$ cat src/rtl/reg_bank_funsel_if.sv
// Bus bundle for reg_bank_funsel: shared op/data inputs, two read
// ports and the per-register wrap flags.
//   master: drives FunSel/RegSel/I/OutASel/OutBSel, observes OutA/OutB/Wrap
//   slave : the register bank itself
interface reg_bank_funsel_if #(
    parameter int WIDTH    = 16,
    parameter int NUM_REGS = 4
);
    localparam int SEL_W = (NUM_REGS > 1) ? $clog2(NUM_REGS) : 1;

    logic [2:0]          FunSel;
    logic [NUM_REGS-1:0] RegSel;
    logic [WIDTH-1:0]    I;
    logic [SEL_W-1:0]    OutASel;
    logic [SEL_W-1:0]    OutBSel;
    logic [WIDTH-1:0]    OutA;
    logic [WIDTH-1:0]    OutB;
    logic [NUM_REGS-1:0] Wrap;

    modport master (
        output FunSel,
        output RegSel,
        output I,
        output OutASel,
        output OutBSel,
        input  OutA,
        input  OutB,
        input  Wrap
    );

    modport slave (
        input  FunSel,
        input  RegSel,
        input  I,
        input  OutASel,
        input  OutBSel,
        output OutA,
        output OutB,
        output Wrap
    );
endinterface

$ cat src/rtl/reg_bank_funsel.sv
// Bank of NUM_REGS WIDTH-bit registers sharing one FunSel op and input bus,
// with per-register enables, two combinational read ports and sticky wrap flags.
// Ports: Clock, ResetN (async, active-low), bus (reg_bank_funsel_if.slave):
//   FunSel/RegSel/I select and feed the update, OutASel/OutBSel pick the
//   registers shown on OutA/OutB, Wrap holds one sticky flag per register.
// Build option: define SATURATE_EN to make inc/dec clamp at the boundaries
//   instead of wrapping (the Wrap flag is still raised at the boundary).
module reg_bank_funsel #(
    parameter int               WIDTH       = 16,
    parameter int               NUM_REGS    = 4,
    parameter logic [WIDTH-1:0] RESET_VALUE = '0
) (
    input  logic             Clock,
    input  logic             ResetN,
    reg_bank_funsel_if.slave bus
);

    localparam int H     = WIDTH / 2;
    localparam int SEL_W = (NUM_REGS > 1) ? $clog2(NUM_REGS) : 1;
    localparam int TAB   = 1 << SEL_W;

    logic [WIDTH-1:0]    reg_q [NUM_REGS];
    logic [WIDTH-1:0]    reg_d [NUM_REGS];
    logic [NUM_REGS-1:0] wrap_q;
    logic [NUM_REGS-1:0] wrap_d;

    // One-hot view of FunSel
    logic op_dec;
    logic op_inc;
    logic op_load;
    logic op_clr;
    logic op_loz;
    logic op_lo;
    logic op_hi;
    logic op_sext;

    assign op_dec  = (bus.FunSel == 3'b000);
    assign op_inc  = (bus.FunSel == 3'b001);
    assign op_load = (bus.FunSel == 3'b010);
    assign op_clr  = (bus.FunSel == 3'b011);
    assign op_loz  = (bus.FunSel == 3'b100);
    assign op_lo   = (bus.FunSel == 3'b101);
    assign op_hi   = (bus.FunSel == 3'b110);
    assign op_sext = (bus.FunSel == 3'b111);

    // Input low half and its sign-extended form are shared by all registers
    logic [H-1:0]     in_lo;
    logic [WIDTH-1:0] in_sext;

    assign in_lo   = bus.I[H-1:0];
    assign in_sext = {{(WIDTH-H){in_lo[H-1]}}, in_lo};

    always_comb begin
        for (int k = 0; k < NUM_REGS; k++) begin
            reg_d[k]  = reg_q[k];
            wrap_d[k] = wrap_q[k];
            if (bus.RegSel[k]) begin
                unique case (1'b1)
                    op_dec: begin
                        reg_d[k] = reg_q[k] - 1'b1;
                        if (reg_q[k] == '0) begin
                            wrap_d[k] = 1'b1;
`ifdef SATURATE_EN
                            reg_d[k] = '0;
`endif
                        end
                    end
                    op_inc: begin
                        reg_d[k] = reg_q[k] + 1'b1;
                        if (reg_q[k] == '1) begin
                            wrap_d[k] = 1'b1;
`ifdef SATURATE_EN
                            reg_d[k] = '1;
`endif
                        end
                    end
                    op_load: begin
                        reg_d[k]  = bus.I;
                        wrap_d[k] = 1'b0;
                    end
                    op_clr: begin
                        reg_d[k]  = '0;
                        wrap_d[k] = 1'b0;
                    end
                    op_loz: begin
                        reg_d[k]  = {{(WIDTH-H){1'b0}}, in_lo};
                        wrap_d[k] = 1'b0;
                    end
                    op_lo: begin
                        reg_d[k]  = {reg_q[k][WIDTH-1:H], in_lo};
                        wrap_d[k] = 1'b0;
                    end
                    op_hi: begin
                        reg_d[k]  = {in_lo, reg_q[k][H-1:0]};
                        wrap_d[k] = 1'b0;
                    end
                    op_sext: begin
                        reg_d[k]  = in_sext;
                        wrap_d[k] = 1'b0;
                    end
                    default: begin
                        reg_d[k]  = reg_q[k];
                        wrap_d[k] = wrap_q[k];
                    end
                endcase
            end
        end
    end

    always_ff @(posedge Clock or negedge ResetN) begin
        if (!ResetN) begin
            for (int k = 0; k < NUM_REGS; k++) begin
                reg_q[k] <= RESET_VALUE;
            end
            wrap_q <= '0;
        end else begin
            for (int k = 0; k < NUM_REGS; k++) begin
                reg_q[k] <= reg_d[k];
            end
            wrap_q <= wrap_d;
        end
    end

    // Read table padded to the full select range; unused slots read zero
    // so an out-of-range index on a non-power-of-2 bank is well defined.
    logic [WIDTH-1:0] rd_tab [TAB];

    for (genvar g = 0; g < TAB; g++) begin : g_rd
        if (g < NUM_REGS) begin : g_reg
            assign rd_tab[g] = reg_q[g];
        end else begin : g_pad
            assign rd_tab[g] = '0;
        end
    end

    assign bus.OutA = rd_tab[bus.OutASel];
    assign bus.OutB = rd_tab[bus.OutBSel];
    assign bus.Wrap = wrap_q;

endmodule

$ cat src/flat_wrapper.sv
// flat-port wrapper written by rule: the top's interface ports become plain ports
module reg_bank_funsel_flat 
#(
    parameter int               WIDTH       = 16,
    parameter int               NUM_REGS    = 4,
    parameter logic [WIDTH-1:0] RESET_VALUE = '0
)
  (Clock, ResetN, bus_FunSel, bus_RegSel, bus_I, bus_OutASel, bus_OutBSel, bus_OutA, bus_OutB, bus_Wrap);
  reg_bank_funsel_if #(.WIDTH(WIDTH), .NUM_REGS(NUM_REGS)) bus_i ();
  input  logic Clock;
  input  logic ResetN;
  input wire logic [$bits(bus_i.FunSel)-1:0] bus_FunSel;
  input wire logic [$bits(bus_i.RegSel)-1:0] bus_RegSel;
  input wire logic [$bits(bus_i.I)-1:0] bus_I;
  input wire logic [$bits(bus_i.OutASel)-1:0] bus_OutASel;
  input wire logic [$bits(bus_i.OutBSel)-1:0] bus_OutBSel;
  output wire logic [$bits(bus_i.OutA)-1:0] bus_OutA;
  output wire logic [$bits(bus_i.OutB)-1:0] bus_OutB;
  output wire logic [$bits(bus_i.Wrap)-1:0] bus_Wrap;
  assign bus_i.FunSel = bus_FunSel;
  assign bus_i.RegSel = bus_RegSel;
  assign bus_i.I = bus_I;
  assign bus_i.OutASel = bus_OutASel;
  assign bus_i.OutBSel = bus_OutBSel;
  assign bus_OutA = bus_i.OutA;
  assign bus_OutB = bus_i.OutB;
  assign bus_Wrap = bus_i.Wrap;
  reg_bank_funsel #(.WIDTH(WIDTH), .NUM_REGS(NUM_REGS), .RESET_VALUE(RESET_VALUE)) u_core (.Clock(Clock), .ResetN(ResetN), .bus(bus_i));
endmodule
$ cat config.mk
export PLATFORM = sky130hd
export DESIGN_NAME = reg_bank_funsel_flat
export DESIGN_NICKNAME = d
export VERILOG_FILES = /design/src/rtl/reg_bank_funsel_if.sv /design/src/rtl/reg_bank_funsel.sv /design/src/flat_wrapper.sv
export SDC_FILE = /design/constraint.sdc
export NUM_CORES = 1
export LEC_CHECK = 0
export CORE_MARGIN = 10
export CORE_UTILIZATION = 45
export DETAILED_ROUTE_END_ITERATION = 6
export PLACE_DENSITY = 0.75
export SETUP_SLACK_MARGIN = 0.02
export SYNTH_ARGS = -nofsm -noshare
export SYNTH_HDL_FRONTEND = slang
export SYNTH_SLANG_ARGS = --single-unit
$ cat constraint.sdc
create_clock -name Clock -period 3.05 [get_ports Clock]
set_input_delay 0.915 -clock Clock [delete_from_list [all_inputs] [get_ports Clock]]
set_output_delay 0.915 -clock Clock [all_outputs]
set_load 0.02 [all_outputs]
==> reports/qor.csv, run 1 <==
stage,metric,value,unit
status,outcome,"finished, final reports clean",
power,p_seq_frac,0.221,
floorplan,num_rows,45,
clock_tree,h-tree-depth,3,
floorplan,die_h,144.3,um
timing,setup_ws,7.971,ps
drt,drtAntennaViolNets,0,
global_routing,grt_pass1_vias,7513,
timing,rsz0062_at_grt,yes,
timing,finalCritPeriodShare,0.9974,
hold_path,min_path_type,reg -> reg,
drt,top_layer,met4,
yosys,synth_nets,921,
floorplan,ios,65,
floorplan,fp.dieW,144.3,um
setup_path,cp_num_cells,15,
setup_path,critPathCapture,u_core.rd_tab[47]$_DFFE_PN0P_,
yosys,syn_area,6954,um^2
placed_design,post-place-ws,-757.9,ps
global_routing,grt_pass1_wl,39970,um
global_routing,overflow,0,
yosys,async_flop_share,1.000,
timing,period_minus_slack,3042,ps
clock_tree,path_clk_slew,60,ps
global_routing,antenna_found_initial,0,
power,peakVddDrop,0.3178,mV
placed_design,dp_cells,1211,
setup_path,worstSetupEndpointType,register,
setup_path,path_cells,buf_8 -> nor2_4 -> nand2_8 -> buf_8 -> buf_12 -> ha_4 -> and3_4 -> and2_4 -> nand4_1 -> a21oi_2 -> buf_4 -> and4_1 -> nor3_2 -> buf_4 -> a311oi_2,
placed_design,placed_area,9112,um^2
drt,route.detailed.drc,0,
timing,setup_viol,0,
setup_path,critPathLaunchType,primary input,
drt,vias,7993,
layout,syn_to_final_growth,41.96,%
timing,fin_skew,10.04,ps
setup_path,regToRegSetupSlack,580,ps
clock_tree,cts_buffer_depth,2,
clock_tree,cts-root-buf,clkbuf_16,
layout,fin_nets,1149,
yosys,syn-mean-instance-area,8.409,um^2
placed_design,portBuffers,64,
setup_path,path_class,in -> reg,
global_routing,grt_max_degree,69,
placed_design,place.gp.congestion,1.003,
power,power_density,714.0,nW/um^2
layout,utilization,0.6518,
floorplan,core_area,15150,um^2
layout,layout.cells.non_filler,1247,
yosys,synthCells,827,
yosys,ys.flop_type,dfrtp_1,
timing,max_freq,328.7,MHz
layout,num_antenna_cells,0,
timing,slew_headroom,0.3581,
setup_path,worstPathMaxFanout,6,
setup_path,critical-path-max-stage-delay,270,ps
placed_design,hpwl,18820,um
power,netSwitchingFraction,0.4254,
clock_tree,cts_hold_buffers,0,
global_routing,track_usage,0.2476,
timing,drv_slew,0,
layout,layout_common_cells,"buf_4, nand2_1, a21oi_1, o21ai_0, dfrtp_1",
yosys,synth_edf_count,0,
floorplan,die_area,20830,um^2
power,share_comb_of_total_power,0.607,
setup_path,r2r-start,u_core.rd_tab[48]$_DFFE_PN0P_,
drt,via_per_inst,6.410,
drt,wl_per_cell,21.33,um
floorplan,floorplan.initialDensity,0.4591,
setup_path,crit_slowest_cell,ha_4,
setup_path,worst_ep_arrival_time,3310,ps
flow_run,drv_cap,0,
setup_path,cp.buffers_inverters,5,
power,intPower,4.050,mW
timing,holdWs,526.2,ps
timing,tns,0,ps
setup_path,cp-startpoint,bus_FunSel[2],
layout,final_common_cell,buf_4,
yosys,ys_seq_area_frac,0.2447,
setup_path,critPathTopFamily,simple AND/OR/NAND/NOR gates,
power,power_frac_clock,0.171,
drt,wl_met2,12490,um
setup_path,crit_required,3320,ps
clock_tree,numCtsBuffers,9,
drt,met1_length,10230,um
timing,hold_viol_final,0,
layout,stdcell_area,9872,um^2
setup_path,r2r_cells,11,
layout,drive_above_1_share,0.3163,
yosys,ys_types,58,
clock_tree,clk_latency,360,ps
drt,drt-initial-drc-count,821,
layout,fillers,1166,
setup_path,timing.rr.end,u_core.rd_tab[58]$_DFFE_PN0P_,
power,finalPower,7.049,mW
yosys,yosysWarnings,0,
power,power.leakage,4.326,nW
timing,tightest_slew,962.8,ps
yosys,synth-seq-cells,68,
drt,dr_wl_met3,2415,um
power,p_sw,2.999,mW
drt,wl,26600,um
drt,first_pass_iters,6,
clock_tree,cts_tree,done,
clock_tree,numClockSinks,68,
-- flip-flops by register name, indices dropped and copies added, names as in the netlist --
| name | count |
|---|---|
| u_core.bus.Wrap | 4 |
| u_core.rd_tab | 64 |
-- cell type report --
class / count / area (um^2) / area share
clock inverters: 4 / 72.57 / 0.007351
well taps: 188 / 235.2 / 0.02383
multi-input cells: 703 / 5416 / 0.5487
clock buffers: 11 / 252.7 / 0.02560
repair buffers: 251 / 2107 / 0.2134
inverters: 22 / 86.33 / 0.008745
flip-flops and latches: 68 / 1702 / 0.1724
-- per-layer routing --
layer / vias up / track usage
li1: 3575 / -
met1: 3793 / 0.3076
met2: 499 / 0.4042
met3: 126 / 0.04034
met4: 0 / 0.1309
met5: - / 0
-- synthesized netlist by cell type (17+ instances only) --
master,n,area share
nand2_1,98,0.053
a21oi_1,92,0.066
o21ai_0,92,0.066
dfrtp_1,68,0.24
ha_1,61,0.11
nor2_1,53,0.029
mux4_2,30,0.097
xnor2_1,30,0.038
clkbuf_1,27,0.015
nand4_1,26,0.023
a21o_1,24,0.026
inv_1,22,0.012
nor4_1,20,0.018
nor2b_1,17,0.015
-- worst min path at each step --
stage,end,start,depth (start not counted)
after floorplan,u_core.rd_tab[5]$_DFFE_PN0P_,u_core.rd_tab[5]$_DFFE_PN0P_,2
after global placement,u_core.bus.Wrap[0]$_DFFE_PN0P_,u_core.bus.Wrap[0]$_DFFE_PN0P_,2
after detailed placement,u_core.bus.Wrap[1]$_DFFE_PN0P_,u_core.bus.Wrap[1]$_DFFE_PN0P_,2
after CTS,u_core.bus.Wrap[1]$_DFFE_PN0P_,u_core.bus.Wrap[1]$_DFFE_PN0P_,2
after global routing,u_core.bus.Wrap[0]$_DFFE_PN0P_,u_core.bus.Wrap[0]$_DFFE_PN0P_,2
final,u_core.bus.Wrap[1]$_DFFE_PN0P_,u_core.bus.Wrap[1]$_DFFE_PN0P_,2
-- cells by family after synthesis --
kind of cell	synth area share
compound gates	0.2434
simple gates	0.1936
flops	0.2447
fa+ha+maj	0.1213
buf+inv	0.03257
xor+xnor	0.05542
mux	0.1090
-- power by group through the flow --
stage               registers [mW]  clock network, mW  logic, mW
finish                        1.56               1.21       4.28
global route                  1.57               1.24       4.62
CTS                           1.52               1.20       3.95
detailed placement            1.53                  0       3.88
global placement              1.50                  0       3.81
floorplan                     1.36                  0       2.41
-- what timing repair did --
action                                  in CTS  in global routing
pin swaps                                   18                 29
cloned                                       3                  0
endpoints found under the setup margin      71                 32
endpoints found under the hold margin        0                  0
setup buffers                                8                 11
gates resized for setup                    164                 56
-- tightest hold or removal path: stages (launching register included) --
cell and delay (ps):
dfrtp_1 340, a21oi_1 50, a21oi_1 100
No activity file was read; power rests on OpenSTA's default activity.
==> run 2: changes to the inputs <==
- HOLD_SLACK_MARGIN: not set -> 0.05
- MAX_ROUTING_LAYER: not set -> met4
==> reports/qor.csv, run 2 (same netlist as run 1, synthesis figures left out) <==
stage,metric,value,unit
status,outcome,"finished, final reports clean",
placed_design,hpwl,18600,um
power,peakVddDrop,0.3579,mV
layout,largest_reg_flops,64,
global_routing,grt_pass1_vias,7550,
floorplan,die_h,144.3,um
timing,slew_headroom,0.3440,
layout,drive_above_1_share,0.3187,
clock_tree,numCtsBuffers,9,
setup_path,worstPathMaxFanout,8,
setup_path,r2r_cells,11,
clock_tree,path_clk_slew,60,ps
clock_tree,cts_hold_buffers,0,
layout,fin_nets,1137,
setup_path,worst_ep_arrival_time,3250,ps
layout,final_common_cell,buf_4,
layout,layout_common_cells,"buf_4, nand2_1, o21ai_0, a21oi_1, dfrtp_1",
timing,period_minus_slack,3000,ps
setup_path,critPathLaunchType,primary input,
layout,fillers,1175,
setup_path,worstSetupEndpointType,register,
global_routing,grt_pass1_wl,39320,um
timing,finalCritPeriodShare,0.9837,
power,power.leakage,4.254,nW
hold_path,min_path_cells,2,
timing,max_freq,333.3,MHz
setup_path,r2r-start,u_core.rd_tab[0]$_DFFE_PN0P_,
timing,setup_viol,0,
drt,route.detailed.drc,0,
setup_path,regToRegSetupSlack,610,ps
clock_tree,cts_buffer_depth,2,
setup_path,crit_slowest_cell,a41oi_1,
setup_path,path_cells,buf_8 -> nor2_4 -> nand2_8 -> buf_12 -> buf_6 -> ha_1 -> a21o_1 -> a21oi_2 -> o211ai_1 -> buf_4 -> a41oi_1 -> xnor2_1 -> a21oi_1 -> o21ai_0,
floorplan,core_area,15150,um^2
layout,utilization,0.6485,
drt,wl,26210,um
clock_tree,numClockSinks,68,
setup_path,timing.rr.end,u_core.rd_tab[8]$_DFFE_PN0P_,
drt,drt-initial-drc-count,957,
floorplan,die_area,20830,um^2
hold_path,min_path_type,reg -> reg,
clock_tree,h-tree-depth,3,
floorplan,ios,65,
setup_path,path_class,in -> reg,
power,power_density,695.5,nW/um^2
placed_design,dp_cells,1201,
timing,rsz0062_at_grt,yes,
floorplan,floorplan.initialDensity,0.4591,
setup_path,critical-path-max-stage-delay,270,ps
hold_path,min_from,u_core.bus.Wrap[1]$_DFFE_PN0P_,
global_routing,antenna_found_initial,0,
floorplan,num_rows,45,
layout,multi_input_area,5489,um^2
global_routing,track_usage,0.2500,
flow_run,drv_cap,0,
layout,num_antenna_cells,0,
drt,first_pass_iters,7,
layout,layout.cells.non_filler,1236,
placed_design,place.gp.congestion,0.9567,
layout,seq_area,1702,um^2
clock_tree,cts-root-buf,clkbuf_16,
timing,tightest_slew,984.0,ps
layout,syn_to_final_growth,41.24,%
timing,hold_viol_final,0,
floorplan,fp.dieW,144.3,um
global_routing,overflow,0,
clock_tree,clk_latency,360,ps
hold_path,hold_end,u_core.bus.Wrap[1]$_DFFE_PN0P_,
clock_tree,cts_tree,done,
drt,via_per_inst,6.320,
timing,drv_slew,0,
timing,fin_skew,10.53,ps
drt,vias,7811,
global_routing,grt_max_degree,69,
drt,wl_per_cell,21.20,um
drt,drtAntennaViolNets,0,
setup_path,crit_required,3300,ps
placed_design,portBuffers,64,
-- run 2: cell types whose count changed in the layout (fill, tap and decap cells not counted), sizes merged --
cell           previous run  this run
clkbuf                   11        15
bufinv                    2         0
buf                     214       203
nand2                    99        98
clkinv                    1         2
clkdlybuf4s15            11         9
-- run 2: cell type report --
class                           instances  share of cell area
Multi-Input combinational cell        702              0.5589
Timing Repair Buffer                  240              0.2065
Sequential cell                        68              0.1732
Clock buffer                           13             0.02650
Tap cell                              188             0.02395
Inverter                               22            0.008790
Clock inverter                          3            0.002166
-- run 2: per-stage QoR --
step	area, um^2	total power [mW]	hold slack, ps	worst slack [ps]	TNS (ps)
6_report	9822	6.831	529.2	49.74	0
5_1_grt	9822	7.223	563.9	-68.99	-114.9
4_1_cts	9479	6.491	533.4	14.69	0
3_5_place_dp	9062	5.390	516.6	-760.8	-42340
3_3_place_gp	9062	5.293	506.8	-638.6	-39410
2_1_floorplan	7089	3.773	527.6	-274.5	-4456
-- run 2: report_power, final --
group	switching (mW)	internal (mW)	total, mW
sequential	0.461	1.10	1.56
clock	0.442	0.596	1.04
combinational	2.06	2.17	4.23
total	2.96	3.87	6.83
-- run 2: worst max-delay path, delay by kind of cell --
family	cells	cell delay [ps]
buffers and inverters	4	540
adders and majority gates	1	260
xor gates and xnor gates	1	170
and+or+nand+nor	2	280
AOI/OAI and AO/OA	6	1070
-- run 2: repair_timing --
action / 4_1_cts / 5_1_grt
resized for setup: 169 / 53
gates cloned: 2 / 1
endpoints found under the setup margin: 71 / 28
setup buffers: 7 / 11
pin swaps: 18 / 53
-- run 2: layer usage --
metal	wire length [um]	global-route usage	vias to the layer above
li1	-	-	3552
met1	10040	0.2933	3695
met3	2513	0.05936	98
met5	0	-	-
met4	1000	0.1037	0
met2	12650	0.4049	466
-- run 2: worst max-delay path by stage --
stage                  start                            end  slack [ps]  cells after the start
2_1_floorplan  bus_FunSel[2]  u_core.rd_tab[31]$_DFFE_PN0P_        -270                     12
3_3_place_gp   bus_FunSel[2]  u_core.rd_tab[25]$_DFFE_PN0P_        -640                     13
3_5_place_dp   bus_FunSel[2]  u_core.rd_tab[62]$_DFFE_PN0P_        -760                     14
4_1_cts        bus_FunSel[1]  u_core.rd_tab[46]$_DFFE_PN0P_          10                     13
5_1_grt        bus_FunSel[2]   u_core.rd_tab[9]$_DFFE_PN0P_         -70                     14
6_report       bus_FunSel[2]   u_core.rd_tab[9]$_DFFE_PN0P_          50                     14
